File: config.mk
export PLATFORM = sky130hd
export DESIGN_NAME = caesar_key_recover
export DESIGN_NICKNAME = d
export VERILOG_FILES = /design/src/rtl/caesar_key_recover.sv
export SDC_FILE = /design/constraint.sdc
export NUM_CORES = 1
export LEC_CHECK = 0
export CORE_UTILIZATION = 40
export CTS_CLUSTER_DIAMETER = 200
export CTS_CLUSTER_SIZE = 25
export DETAILED_ROUTE_END_ITERATION = 12
export GPL_ROUTABILITY_DRIVEN = 0
export GPL_TIMING_DRIVEN = 0
export PLACE_DENSITY = 0.69
export SYNTH_ARGS = -nofsm -noshare
export SYNTH_HDL_FRONTEND = slang
export SYNTH_SLANG_ARGS = --single-unit
File: constraint.sdc
create_clock -name CLOCK_50 -period 1.6 [get_ports CLOCK_50]
set_input_delay 0.24 -clock CLOCK_50 [delete_from_list [all_inputs] [get_ports CLOCK_50]]
set_output_delay 0.24 -clock CLOCK_50 [all_outputs]
set_load 0.05 [all_outputs]
File: src/rtl/caesar_key_recover.sv
// Recovers a Caesar key from PAIR_COUNT (plaintext, cyphertext) pairs; the result registers on the terminating accept edge, and done pulses the cycle after.
// in_ready is high only in COLLECT; a stalled in_valid simply holds state.
module caesar_key_recover #(
  parameter int WIDTH      = 6,
  parameter int MOD        = 26,
  parameter int PAIR_COUNT = 4
) (
  input  logic             CLOCK_50,
  input  logic             rst,
  input  logic             start,
  input  logic             in_valid,
  output logic             in_ready,
  input  logic [WIDTH-1:0] plaintext,
  input  logic [WIDTH-1:0] cyphertext,
  output logic             busy,
  output logic             done,
  output logic [4:0]       key,
  output logic             key_valid,
  output logic             mismatch,
  output logic             range_err
);

  typedef enum logic [1:0] {IDLE, COLLECT, DONE} state_t;

  localparam logic [WIDTH:0] MOD_W     = (WIDTH+1)'(MOD);
  localparam logic [5:0]     PAIR_LAST = 6'(PAIR_COUNT - 1);

  state_t         state;
  logic [5:0]     pair_cnt;
  logic [WIDTH:0] p_ext;
  logic [WIDTH:0] c_ext;
  logic [WIDTH:0] diff;
  logic           out_of_range;
  logic           accept;
  logic           key_differs;

  // Modular subtraction by a single conditional add of MOD, avoiding a divider.
  always_comb begin
    p_ext        = {1'b0, plaintext};
    c_ext        = {1'b0, cyphertext};
    diff         = (c_ext >= p_ext) ? (c_ext - p_ext) : (c_ext + MOD_W - p_ext);
    out_of_range = (p_ext >= MOD_W) || (c_ext >= MOD_W);
    accept       = (state == COLLECT) && in_valid && in_ready;
    key_differs  = (diff != {{(WIDTH-4){1'b0}}, key});
  end

  always_ff @(posedge CLOCK_50 or negedge rst) begin
    if (!rst) begin
      state     <= IDLE;
      pair_cnt  <= '0;
      in_ready  <= 1'b0;
      busy      <= 1'b0;
      done      <= 1'b0;
      key       <= '0;
      key_valid <= 1'b0;
      mismatch  <= 1'b0;
      range_err <= 1'b0;
    end else begin
      case (state)
        IDLE: begin
          if (start) begin
            state     <= COLLECT;
            in_ready  <= 1'b1;
            busy      <= 1'b1;
            pair_cnt  <= '0;
            key       <= '0;
            key_valid <= 1'b0;
            mismatch  <= 1'b0;
            range_err <= 1'b0;
          end
        end
        COLLECT: begin
          if (accept) begin
            if (out_of_range) begin
              range_err <= 1'b1;
              key_valid <= 1'b0;
              state     <= DONE;
              in_ready  <= 1'b0;
              busy      <= 1'b0;
              done      <= 1'b1;
            end else begin
              pair_cnt <= pair_cnt + 6'd1;
              if (pair_cnt == '0) begin
                key <= diff[4:0];
              end
              // The first pair defines the candidate, so it can never mismatch.
              if ((pair_cnt != '0) && key_differs) begin
                mismatch  <= 1'b1;
                key_valid <= 1'b0;
                state     <= DONE;
                in_ready  <= 1'b0;
                busy      <= 1'b0;
                done      <= 1'b1;
              end else if (pair_cnt == PAIR_LAST) begin
                key_valid <= 1'b1;
                state     <= DONE;
                in_ready  <= 1'b0;
                busy      <= 1'b0;
                done      <= 1'b1;
              end
            end
          end
        end
        DONE: begin
          done  <= 1'b0;
          state <= IDLE;
        end
        default: begin
          state    <= IDLE;
          in_ready <= 1'b0;
          busy     <= 1'b0;
          done     <= 1'b0;
        end
      endcase
    end
  end

endmodule

==> out/metrics.json <==
{
  "outcome": "complete, but fails checks",
  "failed_checks": "setup timing",
  "final_max_slew_viol_count": 0,
  "fin_setup_tns_ns": -5.92,
  "row_count": 22,
  "synthFlopType": "sky130_fd_sc_hd__dfrtp_1",
  "detail_route.iter0.violations": 59,
  "cts.sinks": 18,
  "critPathLaunchType": "primary input",
  "synth-warning-count": 0,
  "core_region_area_um2": 3800,
  "fillCellCount": 287,
  "layout_common_cells": "sky130_fd_sc_hd__buf_4 (23), sky130_fd_sc_hd__dfrtp_1 (17), sky130_fd_sc_hd__nand2_1 (16)",
  "synthesis.area_per_instance_um2": 8.83,
  "tritoncts.num_buffers": 3,
  "top_level_ports": 27,
  "dr_total_vias": 1602,
  "synthesis.nets": 223,
  "cp_slowest_cell": "sky130_fd_sc_hd__fa_2",
  "floorplan.die.width_um": 66.2,
  "floorplan.die_area_um2": 4390,
  "placement.setup.worst_slack_ns": -1.80,
  "dp_cells": 261,
  "grt_max_degree": 19,
  "synth-seq-area-share_pct": 27.3,
  "ys_ff_latch": 18,
  "route.detailed.wl_per_inst_um": 16.3,
  "htreeDepth": 1,
  "synthCells": 187,
  "timing.critical_path.to_type": "register",
  "antenna_cells_inserted": 0,
  "ctsRootBufferMaster": "sky130_fd_sc_hd__clkbuf_8",
  "area.growth.synth_to_final_pct": 56.3,
  "holdCritPathClass": "primary input to register",
  "drc": 0,
  "final_common_cell": "sky130_fd_sc_hd__buf_4",
  "postLayoutCellArea_um2": 2580,
  "layout_setup_ws_ns": -0.863,
  "first_pass_iters": 4,
  "layout_min_cycle_time_ns": 2.46,
  "drt.antenna.violating_nets": 0,
  "path_cells": "buf_12 -> inv_12 -> ha_4 -> inv_4 -> ha_4 -> fa_2 -> nand2b_4 -> a21oi_2 -> xnor2_1 -> a21oi_2 -> a2111oi_4 -> a41oi_2 -> buf_6 -> o31a_1",
  "final_core_util_pct": 67.9,
  "starting_density_of_the_core_pct": 43.4,
  "drive_above_1_share_pct": 41.8,
  "fmaxAchievable_ghz": 0.406,
  "final-hold-violation-count": 0,
  "worst_skew_pair.late_latency_ns": 0.26,
  "grt_usage_pct": 23.5,
  "clock_skew_ns": 0.00545,
  "vias_in_the_first_global_route": 1671,
  "path_max_fanout": 5,
  "initial_antenna_violation_count": 0,
  "p_leak_nw": 1.14,
  "critPathRequiredTime_ns": 1.75,
  "dieHeight_um": 66.2,
  "post_synthesis_instance_area_um2": 1650,
  "power_per_cell_area_nw_per_um2": 1100,
  "worst-endpoint-arrival_ns": 2.62,
  "drt_wl_total_um": 4760,
  "synth_top_cell_area_share_pct": 27.3,
  "yosys.area.top_type": "sky130_fd_sc_hd__dfrtp_1",
  "vias_per_cell": 5.49,
  "grt.overflow.total": 0,
  "max-clock-path-buffers": 2,
  "finalSetupViolCount": 13,
  "port_buffers": 26,
  "layout_worst_path_cycle_share_pct": 154,
  "hold_slack_ns": 0.404,
  "relSlewSlack_pct": 45.3,
  "synth_cell_types": 49,
  "worstMarginPinSlew_ns": 0.818,
  "placedInstanceArea_um2": 2100,
  "number_of_flops_mapped_to_enable_cells_by_yosys": 0,
  "rsz0062_at_grt": "true",
  "slowest_delay_ns": 0.41,
  "cts_tree": "yes",
  "worst_ir_drop_vdd_mv": 0.823,
  "place_hpwl_um": 3100,
  "setup.worst_path.class": "primary input to register",
  "clk_transition_reported_paths_ns": 0.07,
  "final_net_count": 281,
  "report.power.total_mw": 2.84,
  "grt_pass1_wl_um": 7710,
  "synth_async_sr_flop_share_pct": 100,
  "max_cap_viol_count": 0,
  "layoutNonFillerInstCount": 292,
  "cts_hold_buf": 0,
  "synthTopCellsByArea": "sky130_fd_sc_hd__dfrtp_1 (27%), sky130_fd_sc_hd__ha_1 (13%), sky130_fd_sc_hd__a21oi_1 (4.5%), sky130_fd_sc_hd__inv_1 (4.5%), sky130_fd_sc_hd__xnor2_1 (4.2%)"
}
==> worst max-delay path, delay by kind of cell <==
| family | cells | cell delay [ns] |
|---|---|---|
| AND/OR/NAND/NOR | 1 | 0.10 |
| AO/OA/AOI/OAI | 5 | 0.92 |
| XOR/XNOR | 1 | 0.17 |
| adder cells (fa/ha/maj) | 3 | 0.82 |
| buffers and inverters | 4 | 0.35 |
==> cells by family after synthesis <==
| group | Yosys count | share of synthesized area [%] |
|---|---|---|
| xor gates and xnor gates | 15 | 7.96 |
| DFF | 18 | 27.3 |
| AOI/OAI and AO/OA | 52 | 22.6 |
| adders and majority gates | 20 | 16.5 |
| and+or+nand+nor | 55 | 17.4 |
| muxes | 4 | 2.80 |
| buffers and inverters | 23 | 5.46 |
==> final timing paths <==
kind / cells past startpoint / slack, ns / startpoint / end
setup / recovery: 14 / -0.86 / plaintext[1] / state[1]
hold / removal: 3 / 0.40 / plaintext[0] / key[0]
setup reg to reg: 7 / -0.30 / key[1] / state[1]
hold reg to reg: 2 / 0.52 / key_valid / key_valid
max in group asynchronous: 1 / 0.60 / rst / busy
min in group asynchronous: 1 / 0.45 / rst / state[1]
==> per-layer routing <==
metal  vias to the layer above  wire length [um]  track usage, %
met5                         -                 0               0
met2                        36              2420            40.4
met1                       791              2140            28.8
met4                         0                36            6.91
met3                         7               164            5.86
li1                        768                 -               -
==> what timing repair did <==
action / CTS / global route
pin swaps: 26 / 6
gates resized for setup: 93 / 14
setup buffers: 18 / 9
setup endpoints to repair: 28 / 14
==> layout make-up <==
class                      instances  area [um^2]  share of cell area [%]
tap                               48         60.1                    2.33
clock buffer                       4         55.1                    2.13
multi-input combinational        146         1450                    56.3
timing repair buffer              53          455                    17.7
buffer                             3         16.3                   0.630
inverter                          20         90.1                    3.49
sequential                        18          452                    17.5
==> power by group <==
part           total [mW]  internal (mW)  switching, mW
Sequential          0.678          0.555          0.123
Clock               0.389          0.219          0.169
Combinational        1.77          0.774          0.997
==> sequential cells by signal (all words and copies together) (netlist names) <==
register	flops
busy	1
done	1
key	5
key_valid	1
mismatch	1
pair_cnt	6
range_err	1
state	2
==> synth_stat cells (all sizes together), types with 3 or more instances <==
| master | number |
|---|---|
| a21o | 3 |
| a21oi | 15 |
| a31oi | 3 |
| and2 | 4 |
| and3 | 3 |
| dfrtp | 18 |
| fa | 3 |
| ha | 17 |
| inv | 20 |
| nand2 | 16 |
| nand3 | 3 |
| nand4 | 4 |
| nor2 | 16 |
| o211ai | 3 |
| o21ai | 10 |
| o31ai | 3 |
| xnor2 | 8 |
| xor2 | 7 |
Power figures use the tool's default switching activity.
